[src/rtl/param_def.v]
// Shared word-format widths for the amplifier result path.
// NO_WIDTH: per-result sequence number, RES_WIDTH: result payload,
// RD_DATA_WIDTH: packed result word {no, res}.
`ifndef PARAM_DEF_V
`define PARAM_DEF_V
`define NO_WIDTH      8
`define RES_WIDTH     16
`define RD_DATA_WIDTH 24
`endif

[src/rtl/amp_result_collector_pkg.sv]
// Purpose: shared types and helpers for the amplifier result collector.
// Latency: n/a (declarations only).
// Backpressure: n/a.
// Contents: word widths (aliases of the shared defines), result word struct,
// sequence-number increment helper.
`include "param_def.v"

package amp_result_collector_pkg;

  localparam int NO_W   = `NO_WIDTH;
  localparam int RES_W  = `RES_WIDTH;
  localparam int DATA_W = `RD_DATA_WIDTH;

  // Result word as it travels on the bus: sequence number in the upper bits.
  typedef struct packed {
    logic [NO_W-1:0]  no;
    logic [RES_W-1:0] res;
  } rd_word_t;

  // Next expected sequence number; wraps naturally at 2^NO_W.
  function automatic logic [NO_W-1:0] next_no(input logic [NO_W-1:0] no);
    return no + 1'b1;
  endfunction

endpackage

[src/rtl/amp_result_collector_if.sv]
// Purpose: bundles the collector's data/handshake/status signals.
// Latency: n/a (wiring only).
// Backpressure: source side has none; consumer side is valid/ready.
// Ports: master = producer/consumer side (drives inputs, observes outputs),
//        slave  = collector side.
interface amp_result_collector_if
  import amp_result_collector_pkg::*;
#(
  parameter int DEPTH     = 8,
  parameter int CNT_WIDTH = 16
);

  localparam int LVL_W = $clog2(DEPTH) + 1;

  logic                 in_val_i;
  logic [DATA_W-1:0]    in_data_i;
  logic                 out_rdy_i;
  logic                 clr_i;
  logic                 out_val_o;
  logic [NO_W-1:0]      out_no_o;
  logic [RES_W-1:0]     out_res_o;
  logic [LVL_W-1:0]     level_o;
  logic                 overflow_o;
  logic                 seq_err_o;
  logic [CNT_WIDTH-1:0] drop_cnt_o;
  logic [CNT_WIDTH-1:0] err_cnt_o;

  modport master (
    output in_val_i, in_data_i, out_rdy_i, clr_i,
    input  out_val_o, out_no_o, out_res_o, level_o,
           overflow_o, seq_err_o, drop_cnt_o, err_cnt_o
  );

  modport slave (
    input  in_val_i, in_data_i, out_rdy_i, clr_i,
    output out_val_o, out_no_o, out_res_o, level_o,
           overflow_o, seq_err_o, drop_cnt_o, err_cnt_o
  );

endinterface

[src/rtl/amp_sync_fifo.sv]
// Purpose: show-ahead synchronous FIFO storage with pointers and occupancy.
// Latency: a word pushed at edge N is visible on rdata after edge N.
// Backpressure: none internally; caller must not push when full without a pop
//               nor pop when empty.
// Ports: clk, rst (sync, active-high), push/pop strobes, wdata in,
//        rdata (head entry, combinational from storage), level (occupancy).
module amp_sync_fifo #(
  parameter int WIDTH = 8,
  parameter int DEPTH = 8
) (
  input  logic                     clk,
  input  logic                     rst,
  input  logic                     push,
  input  logic                     pop,
  input  logic [WIDTH-1:0]         wdata,
  output logic [WIDTH-1:0]         rdata,
  output logic [$clog2(DEPTH):0]   level
);

  localparam int AW = $clog2(DEPTH);

  logic [WIDTH-1:0] mem [DEPTH];
  logic [AW-1:0]    wr_ptr;
  logic [AW-1:0]    rd_ptr;
  logic [AW:0]      level_q;

  // DEPTH is a power of two, so pointer wrap is just natural overflow.
  always_ff @(posedge clk) begin
    if (rst) begin
      wr_ptr  <= '0;
      rd_ptr  <= '0;
      level_q <= '0;
    end else begin
      if (push) wr_ptr <= wr_ptr + 1'b1;
      if (pop)  rd_ptr <= rd_ptr + 1'b1;
      case ({push, pop})
        2'b10:   level_q <= level_q + 1'b1;
        2'b01:   level_q <= level_q - 1'b1;
        default: level_q <= level_q;
      endcase
    end
  end

  // Storage has no reset. When full with push+pop, wr_ptr == rd_ptr: the head
  // is read out this cycle and the slot is refilled, becoming the tail.
  always_ff @(posedge clk) begin
    if (push) mem[wr_ptr] <= wdata;
  end

  assign rdata = mem[rd_ptr];
  assign level = level_q;

endmodule

[src/rtl/amp_result_collector.sv]
// Purpose: buffers amplifier results, tracks sequence-number continuity and
//          keeps drop/gap statistics.
// Latency: 1 cycle from in_val_i to out_val_o (show-ahead head).
// Backpressure: none toward the source; words arriving while full without a
//               simultaneous pop are dropped and counted.
// Ports: clk_i, rst_i (sync, active-high), bus (slave side of
//        amp_result_collector_if: input word, consumer ready, clear, head
//        entry, level, sticky flags, saturating counters).
module amp_result_collector
  import amp_result_collector_pkg::*;
#(
  parameter int DEPTH     = 8,
  parameter int CNT_WIDTH = 16
) (
  input  logic                    clk_i,
  input  logic                    rst_i,
  amp_result_collector_if.slave   bus
);

  localparam int LW = $clog2(DEPTH) + 1;
  localparam logic [CNT_WIDTH-1:0] CNT_MAX = '1;

  logic [LW-1:0]     level;
  logic [DATA_W-1:0] head_dat;
  rd_word_t          head;
  logic [NO_W-1:0]   in_no;
  logic              full;
  logic              push;
  logic              pop;
  logic              drop;
  logic              gap;

  logic              first;
  logic [NO_W-1:0]   exp_no;
  logic              overflow;
  logic              seq_err;
  logic [CNT_WIDTH-1:0] drop_cnt;
  logic [CNT_WIDTH-1:0] err_cnt;

  assign in_no = bus.in_data_i[RES_W +: NO_W];
  assign full  = (level == LW'(DEPTH));

  // No handshake is reported while reset is applied.
  assign pop  = bus.out_val_o && bus.out_rdy_i && !rst_i;
  // When full, a same-cycle pop frees the slot for the incoming word.
  assign push = bus.in_val_i && (!full || pop) && !rst_i;
  assign drop = bus.in_val_i && !push;
  // Dropped words still advance the tracker, so gaps are judged on every input.
  assign gap  = bus.in_val_i && !first && (in_no != exp_no);

  amp_sync_fifo #(
    .WIDTH (DATA_W),
    .DEPTH (DEPTH)
  ) u_fifo (
    .clk   (clk_i),
    .rst   (rst_i),
    .push  (push),
    .pop   (pop),
    .wdata (bus.in_data_i),
    .rdata (head_dat),
    .level (level)
  );

  assign head          = rd_word_t'(head_dat);
  assign bus.out_val_o = (level != '0);
  assign bus.out_no_o  = head.no;
  assign bus.out_res_o = head.res;
  assign bus.level_o   = level;

  always_ff @(posedge clk_i) begin
    if (rst_i) begin
      first    <= 1'b1;
      exp_no   <= '0;
      overflow <= 1'b0;
      seq_err  <= 1'b0;
      drop_cnt <= '0;
      err_cnt  <= '0;
    end else begin
      if (bus.in_val_i) begin
        first  <= 1'b0;
        exp_no <= next_no(in_no);
      end
      if (bus.clr_i) begin
        // Clear wins over any event this cycle; a coincident input becomes
        // the new tracker reference (first dropped above), otherwise re-arm.
        overflow <= 1'b0;
        seq_err  <= 1'b0;
        drop_cnt <= '0;
        err_cnt  <= '0;
        if (!bus.in_val_i) first <= 1'b1;
      end else begin
        if (drop) begin
          overflow <= 1'b1;
          if (drop_cnt != CNT_MAX) drop_cnt <= drop_cnt + 1'b1;
        end
        if (gap) begin
          seq_err <= 1'b1;
          if (err_cnt != CNT_MAX) err_cnt <= err_cnt + 1'b1;
        end
      end
    end
  end

  assign bus.overflow_o = overflow;
  assign bus.seq_err_o  = seq_err;
  assign bus.drop_cnt_o = drop_cnt;
  assign bus.err_cnt_o  = err_cnt;

endmodule

[src/flat_wrapper.sv]
// flat-port wrapper written by rule: the top's interface ports become plain ports
module amp_result_collector_flat import amp_result_collector_pkg::*;
#(
  parameter int DEPTH     = 8,
  parameter int CNT_WIDTH = 16
)
  (clk_i, rst_i, bus_in_val_i, bus_in_data_i, bus_out_rdy_i, bus_clr_i, bus_out_val_o, bus_out_no_o, bus_out_res_o, bus_level_o, bus_overflow_o, bus_seq_err_o, bus_drop_cnt_o, bus_err_cnt_o);
  amp_result_collector_if #(.DEPTH(DEPTH), .CNT_WIDTH(CNT_WIDTH)) bus_i ();
  input  logic clk_i;
  input  logic rst_i;
  input wire logic [$bits(bus_i.in_val_i)-1:0] bus_in_val_i;
  input wire logic [$bits(bus_i.in_data_i)-1:0] bus_in_data_i;
  input wire logic [$bits(bus_i.out_rdy_i)-1:0] bus_out_rdy_i;
  input wire logic [$bits(bus_i.clr_i)-1:0] bus_clr_i;
  output wire logic [$bits(bus_i.out_val_o)-1:0] bus_out_val_o;
  output wire logic [$bits(bus_i.out_no_o)-1:0] bus_out_no_o;
  output wire logic [$bits(bus_i.out_res_o)-1:0] bus_out_res_o;
  output wire logic [$bits(bus_i.level_o)-1:0] bus_level_o;
  output wire logic [$bits(bus_i.overflow_o)-1:0] bus_overflow_o;
  output wire logic [$bits(bus_i.seq_err_o)-1:0] bus_seq_err_o;
  output wire logic [$bits(bus_i.drop_cnt_o)-1:0] bus_drop_cnt_o;
  output wire logic [$bits(bus_i.err_cnt_o)-1:0] bus_err_cnt_o;
  assign bus_i.in_val_i = bus_in_val_i;
  assign bus_i.in_data_i = bus_in_data_i;
  assign bus_i.out_rdy_i = bus_out_rdy_i;
  assign bus_i.clr_i = bus_clr_i;
  assign bus_out_val_o = bus_i.out_val_o;
  assign bus_out_no_o = bus_i.out_no_o;
  assign bus_out_res_o = bus_i.out_res_o;
  assign bus_level_o = bus_i.level_o;
  assign bus_overflow_o = bus_i.overflow_o;
  assign bus_seq_err_o = bus_i.seq_err_o;
  assign bus_drop_cnt_o = bus_i.drop_cnt_o;
  assign bus_err_cnt_o = bus_i.err_cnt_o;
  amp_result_collector #(.DEPTH(DEPTH), .CNT_WIDTH(CNT_WIDTH)) u_core (.clk_i(clk_i), .rst_i(rst_i), .bus(bus_i));
endmodule
[config.mk]
export PLATFORM = sky130hd
export DESIGN_NAME = amp_result_collector_flat
export DESIGN_NICKNAME = d
export VERILOG_FILES = /design/src/rtl/amp_result_collector_pkg.sv /design/src/rtl/amp_result_collector_if.sv /design/src/rtl/amp_sync_fifo.sv /design/src/rtl/amp_result_collector.sv /design/src/flat_wrapper.sv
export VERILOG_INCLUDE_DIRS = /design/src /design/src/rtl
export SDC_FILE = /design/constraint.sdc
export NUM_CORES = 1
export LEC_CHECK = 0
export ABC_CLOCK_PERIOD_IN_PS = 4400
export CORE_ASPECT_RATIO = 0.5
export CORE_MARGIN = 1.5
export CORE_UTILIZATION = 52
export CTS_CLUSTER_DIAMETER = 40
export CTS_CLUSTER_SIZE = 10
export DETAILED_ROUTE_END_ITERATION = 8
export PLACE_DENSITY_LB_ADDON = 0.1
export SLEW_MARGIN = 40
export SYNTH_ARGS = -nofsm -noshare
export SYNTH_HDL_FRONTEND = slang
export SYNTH_SLANG_ARGS = --single-unit
[constraint.sdc]
create_clock -name clk_i -period 4.4 [get_ports clk_i]
set_input_delay 0.88 -clock clk_i [delete_from_list [all_inputs] [get_ports clk_i]]
set_output_delay 0.88 -clock clk_i [all_outputs]
set_load 0.05 [all_outputs]
==> summary.md, run 1 <==
| Metric | Value |
|---|---|
| Resize count post-CTS | 0 |
| Antenna diode count | 0 |
| Initial Util | 0.5405 |
| CP Data Required Time | 3.52 ns |
| Worst vdd ir | 294.0 uV |
| Setup_tns | 0 ns |
| Total track usage | 0.1991 |
| P per Cell Area | 442.7 nW/um2 |
| Port buffer count | 91 |
| Synth top area share | 0.5692 |
| Fin util | 0.6539 |
| Synth Cell Area | 10130 um2 |
| Maximum fanout along the worst path | 26 |
| Most frequent cells in the layout | 192 x edfxtp_1, 91 x clkdlybuf4s50_1, 54 x dfxtp_1 |
| Worst slew pin tran | 0.7967 ns |
| DRC viols | 0 |
| Crit-path max cell delay | 0.70 ns |
| Synth Register Bits | 248 |
| Asr flop ratio synth | 0 |
| Max Freq | 0.2517 GHz |
| Core area | 18740 um2 |
| Worst min-delay path category | flop to flop |
| Die area | 20380 um2 |
| Relative slew slack | 0.4640 |
| Synth area leaders | edfxtp_1 57%, dfxtp_1 11%, mux4_2 11%, mux2_2 2.7%, xnor2_1 1.7% |
| Synth area leader | edfxtp_1 |
| CTS tree | built |
| IO Count | 92 |
| Largest net degree at the start of global routing | 30 |
| Clock input transition at the sequential cells of the worst setup and hold paths | 0.05 ns |
| Number of setup buffers added after CTS | 0 |
| Die width | 200.4 um |
| # setup viols final | 0 |
| Clock skew | 0.006143 ns |
| Internal | 4.138 mW |
| Starting DRT DRC Count | 339 |
| Clock share of power | 0.390 |
| Clock root buffer | clkbuf_16 |
| Nets | 770 |
| Yosys warning count | 0 |
| Sequential share of power | 0.484 |
| Period minus WS final | 3.973 ns |
| Critical path, cell by cell | buf_4 > mux4_2 > mux2_2 > clkdlybuf4s50_1 |
| Vias per std cell | 5.636 |
| Crit path kind | flop to primary output |
| Gate power share | 0.126 |
| Final Routed Wirelength | 19750 um |
| H-tree depth | 1 |
| Total gr overflow | 0 |
| Post-DP HPWL | 11680 um |
| DR vias | 5636 |
| Synth cell types | 49 |
| Main synth FF type | edfxtp_1 |
| Commonest non-fill, non-tap cell in the layout | edfxtp_1 |
| Cells after Synth | 621 |
| Syn_area_per_cell | 16.31 um2 |
| Max Cap Viol | 0 |
| Cell Rows | 35 |
| Clk_lat worst skew | 0.53 ns |
| Critical Path Slowest Stage Cell | clkdlybuf4s50_1 |
| P&R area growth vs syn | 21.00% |
| Routability cong. | 0.8210 |
| Avg WL per Cell | 19.75 um |
| Final ANT Viol Nets | 0 |
| Number of buffers created by CTS | 29 |
| Die H | 101.7 um |
| Number of global-route vias before repair | 5808 |
| Crit start category | flop |
| CTS Sinks | 248 |
| Worst Path Arrival | 3.09 ns |
| Max clock buf depth | 3 |
| EDFF count, synth | 192 |
| RSZ-0062 raised after global routing | no |
| Drt pass-1 iters | 4 |
| Initial antenna violation count | 0 |
| Syn_nets | 658 |
| Switching Fraction | 0.2375 |
| Post-synthesis sequential area ratio | 0.6798 |
| Status | finished, final reports clean |
| Setup crit end kind | primary output |
| Hold Fails Final Rpt | 0 |
| Psw | 1.289 mW |
| First-pass GRT wire length | 31270 um |
| Layout cells sized above 1 | 0.2024 |
| Final period utilization | 0.9030 |
| P_leak | 3.876 nW |
| Post-CTS Hold Buffers | 0 |
| Pins Over Slew Limit | 0 |
==> cell type report <==
type	instances	area, um2
clock buffer	36	762.0
clock inverter	3	57.56
fill	1400	6486
inverter	8	30.03
multi-input combinational	337	3146
sequential	248	6892
tap	259	324.1
timing repair buffer	109	1046
==> critical path, delay by kind of cell (launching register included) <==
family / cells / cell delay, ns
flip-flops: 1 / 0.67
multiplexers: 2 / 0.82
buffers and inverters: 2 / 1.06
==> stage by stage <==
stage               cells  cell area, um2  power, mW  hold slack, ns  setup WS, ns
floorplan             621           10130      3.143          0.4740        0.1266
global placement      961           11420      3.355          0.4355        0.8839
detailed placement    961           11420      3.361          0.4618        0.7939
CTS                  1000           12240      5.480          0.4758        0.3466
global route         1000           12260      5.618          0.4967        0.2564
finish               1000           12260      5.426          0.4623        0.4267
==> power by group through the flow <==
| stage | Sequential, mW | Clock, mW | Combinational [mW] |
|---|---|---|---|
| 2_1_floorplan | 2.66 | 0 | 0.487 |
| 3_3_place_gp | 2.68 | 0 | 0.679 |
| 3_5_place_dp | 2.68 | 0 | 0.685 |
| 4_1_cts | 2.63 | 2.16 | 0.689 |
| 5_1_grt | 2.64 | 2.26 | 0.725 |
| 6_report | 2.63 | 2.12 | 0.684 |
==> per-layer routing <==
| metal | GRT usage | part of all wire | vias to the layer above |
|---|---|---|---|
| li1 | - | - | 2644 |
| met3 | 0.03700 | 0.052 | 29 |
| met2 | 0.3315 | 0.47 | 145 |
| met4 | 0.04511 | 0.015 | 0 |
| met1 | 0.2786 | 0.46 | 2818 |
| met5 | 0 | 0 | - |
==> cells by family (layout without fill, tap and decap cells) <==
logic type / count (synthesis) / in the layout / synth area share
flip-flops: 248 / 248 / 0.6798
AO/OA/AOI/OAI: 51 / 51 / 0.03669
XOR/XNOR: 36 / 36 / 0.03113
buffers and inverters: 36 / 156 / 0.01457
multiplexers: 82 / 82 / 0.1433
AND/OR/NAND/NOR: 160 / 160 / 0.08461
adder cells (fa/ha/maj): 8 / 8 / 0.009882
==> cell usage after synthesis (all sizes together), types with 9 or more instances <==
cell / number
nand4: 9
nand3: 20
xnor2: 20
nor4: 12
or3: 11
mux2: 24
edfxtp: 192
a211oi: 12
mux4: 48
dfxtp: 56
clkbuf: 20
nor2: 45
mux2i: 10
xor2: 16
a21oi: 16
nand2: 25
==> state kept, by name, indices dropped and copies added, names as in the netlist, named ones only <==
| signal | flops |
|---|---|
| u_core.bus.seq_err_o | 1 |
| u_core.u_fifo.rd_ptr | 3 |
| u_core.bus.overflow_o | 1 |
| u_core.first | 1 |
| u_core.bus.drop_cnt_o | 16 |
| u_core.exp_no | 8 |
| u_core.bus.err_cnt_o | 16 |
| u_core.u_fifo.mem | 192 |
| u_core.u_fifo.wr_ptr | 3 |
| u_core.u_fifo.level | 4 |
==> final timing paths <==
check	from	to	slack (ns)	cells after the start
hold reg to reg	u_core.bus.overflow_o	u_core.bus.overflow_o	0.46	2
setup / recovery	flop	bus_out_res_o[5]	0.43	4
hold / removal	u_core.bus.overflow_o	u_core.bus.overflow_o	0.46	2
setup reg to reg	u_core.u_fifo.level[0]	u_core.u_fifo.level[2]	1.68	9
(Power assumes the default switching activity.)
==> run 2, diff against run 1 <==
- RECOVER_POWER: unset -> 100
==> run 2 against run 1 <==
Final area is 0.98% lower. Clock skew is essentially flat. Fmax fell by 1.3%. Critical path type unchanged. Clock-buffer cell count unchanged. Sequential share of layout area grew 0.56 points. Largest power group unchanged. Combinational power fell by 4.4%. Core utilization fell by 0.64 points. Setup slack got worse by 0.054 ns. Final cell count unchanged. Wire length grew 0.17%. Sequential power about the same.
==> summary.md, run 2 (same netlist as run 1, synthesis figures left out) <==
| Metric | Value |
|---|---|
| Clock root buffer | clkbuf_16 |
| CTS tree | built |
| P_leak | 3.987 nW |
| Critical Path Slowest Stage Cell | dlygate4sd3_1 |
| Core area | 18740 um2 |
| Clock share of power | 0.392 |
| Crit start category | flop |
| Psw | 1.284 mW |
| Worst Path Arrival | 3.15 ns |
| Worst vdd ir | 292.8 uV |
| Final ANT Viol Nets | 0 |
| # setup viols final | 0 |
| Number of global-route vias before repair | 5808 |
| Crit path kind | flop to primary output |
| Final total power | 5.397 mW |
| Layout cells sized above 1 | 0.1808 |
| Number of buffers created by CTS | 29 |
| Initial antenna violation count | 0 |
| First-pass GRT wire length | 31270 um |
| Fin util | 0.6475 |
| DRC viols | 0 |
| Worst slew pin tran | 1.003 ns |
| Switching Fraction | 0.2379 |
| Internal | 4.113 mW |
| Clock skew | 0.006458 ns |
| Maximum fanout along the worst path | 26 |
| Drt pass-1 iters | 5 |
| Fill count | 1424 |
| WP buf/inv | 2 |
| Max clock buf depth | 3 |
| Max FFs per register | 192 |
| Hold Fails Final Rpt | 0 |
| CTS Sinks | 248 |
| Starting DRT DRC Count | 332 |
| Max Cap Viol | 0 |
| Final Routed Wirelength | 19790 um |
| Routability cong. | 0.8210 |
| Vias per std cell | 5.625 |
| Worst min-delay path category | flop to flop |
| Avg WL per Cell | 19.79 um |
| Pins Over Slew Limit | 0 |
| Cell Rows | 35 |
| H-tree depth | 1 |
| Resize count post-CTS | 0 |
| Clock input transition at the sequential cells of the worst setup and hold paths | 0.05 ns |
| Die width | 200.4 um |
| Commonest non-fill, non-tap cell in the layout | edfxtp_1 |
| Largest net degree at the start of global routing | 30 |
| RSZ-0062 raised after global routing | no |
| Post-DP HPWL | 11680 um |
| Most frequent cells in the layout | 192 x edfxtp_1, 86 x dlygate4sd3_1, 54 x dfxtp_1 |
| Seq. cell area | 6892 um2 |
| Setup_tns | 0 ns |
| Gate power share | 0.121 |
| Total track usage | 0.1991 |
| P per Cell Area | 444.7 nW/um2 |
| Final period utilization | 0.9153 |
| Status | finished, final reports clean |
| Port buffer count | 91 |
| Antenna diode count | 0 |
| Clk_lat worst skew | 0.53 ns |
| Relative slew slack | 0.3310 |
| CP Data Required Time | 3.52 ns |
| Max Freq | 0.2483 GHz |
| Post-CTS Hold Buffers | 0 |
| Setup crit end kind | primary output |
| Total gr overflow | 0 |
| Nets | 770 |
| Most flops, register | u_core.u_fifo.mem |
| Critical path, cell by cell | buf_4 > mux4_2 > mux2_2 > dlygate4sd3_1 |
| Sequential share of power | 0.487 |
| Crit-path max cell delay | 0.76 ns |
| Period minus WS final | 4.027 ns |
| CP delay by family, top | buffers and inverters |
| DR vias | 5625 |
| Die H | 101.7 um |
| Die area | 20380 um2 |
| P&R area growth vs syn | 19.81% |
| Initial Util | 0.5405 |
| IO Count | 92 |
| Multi-input logic area | 3049 um2 |
| Number of setup buffers added after CTS | 0 |
run 2: worst min-delay path, cell delays in order, from the launching register on:
cell	delay (ns)
dfxtp_1	0.31
inv_1	0.05
a21oi_1	0.06
run 2: routing by layer:
layer  vias to the layer above  part of all wire  wire length (um)  global-route usage
met2                       141              0.47              9329              0.3315
met3                        25             0.051              1010             0.03700
met1                      2808              0.46              9178              0.2786
met5                         -                 0                 0                   0
met4                         0             0.013               267             0.04511
li1                       2651                 -                 -                   -
run 2: path summary, 6_finish.rpt:
check / from / endpoint / slack (ns) / depth (start not counted)
worst max-delay path: flop / bus_out_res_o[5] / 0.37 / 4
worst min-delay path: u_core.bus.overflow_o / u_core.bus.overflow_o / 0.46 / 2
worst max register to register: u_core.u_fifo.level[0] / u_core.u_fifo.level[2] / 1.71 / 9
worst min register to register: u_core.bus.overflow_o / u_core.bus.overflow_o / 0.46 / 2
run 2: layout make-up:
| type | count | share of cell area |
|---|---|---|
| clock inverter | 3 | 0.004742 |
| multi-input combinational | 337 | 0.2512 |
| sequential | 248 | 0.5678 |
| timing repair buffer | 109 | 0.08423 |
| tap | 259 | 0.02670 |
| inverter | 8 | 0.002474 |
| clock buffer | 36 | 0.06278 |
run 2: stage by stage:
stage               setup WS (ns)  cells  hold WS (ns)  cell area [um2]
floorplan                  0.1266    621        0.4740            10130
global placement           0.8839    961        0.4355            11420
detailed placement         0.7939    961        0.4618            11420
CTS                        0.3466   1000        0.4758            12240
global route               0.1990   1000        0.4941            12140
finish                     0.3725   1000        0.4605            12140
run 2: power groups by stage:
stage	clock network [mW]	registers (mW)	logic (mW)
after floorplan	0	2.66	0.487
final	2.12	2.63	0.654
after detailed placement	0	2.68	0.685
after global routing	2.26	2.64	0.695
after CTS	2.16	2.63	0.689
after global placement	0	2.68	0.679
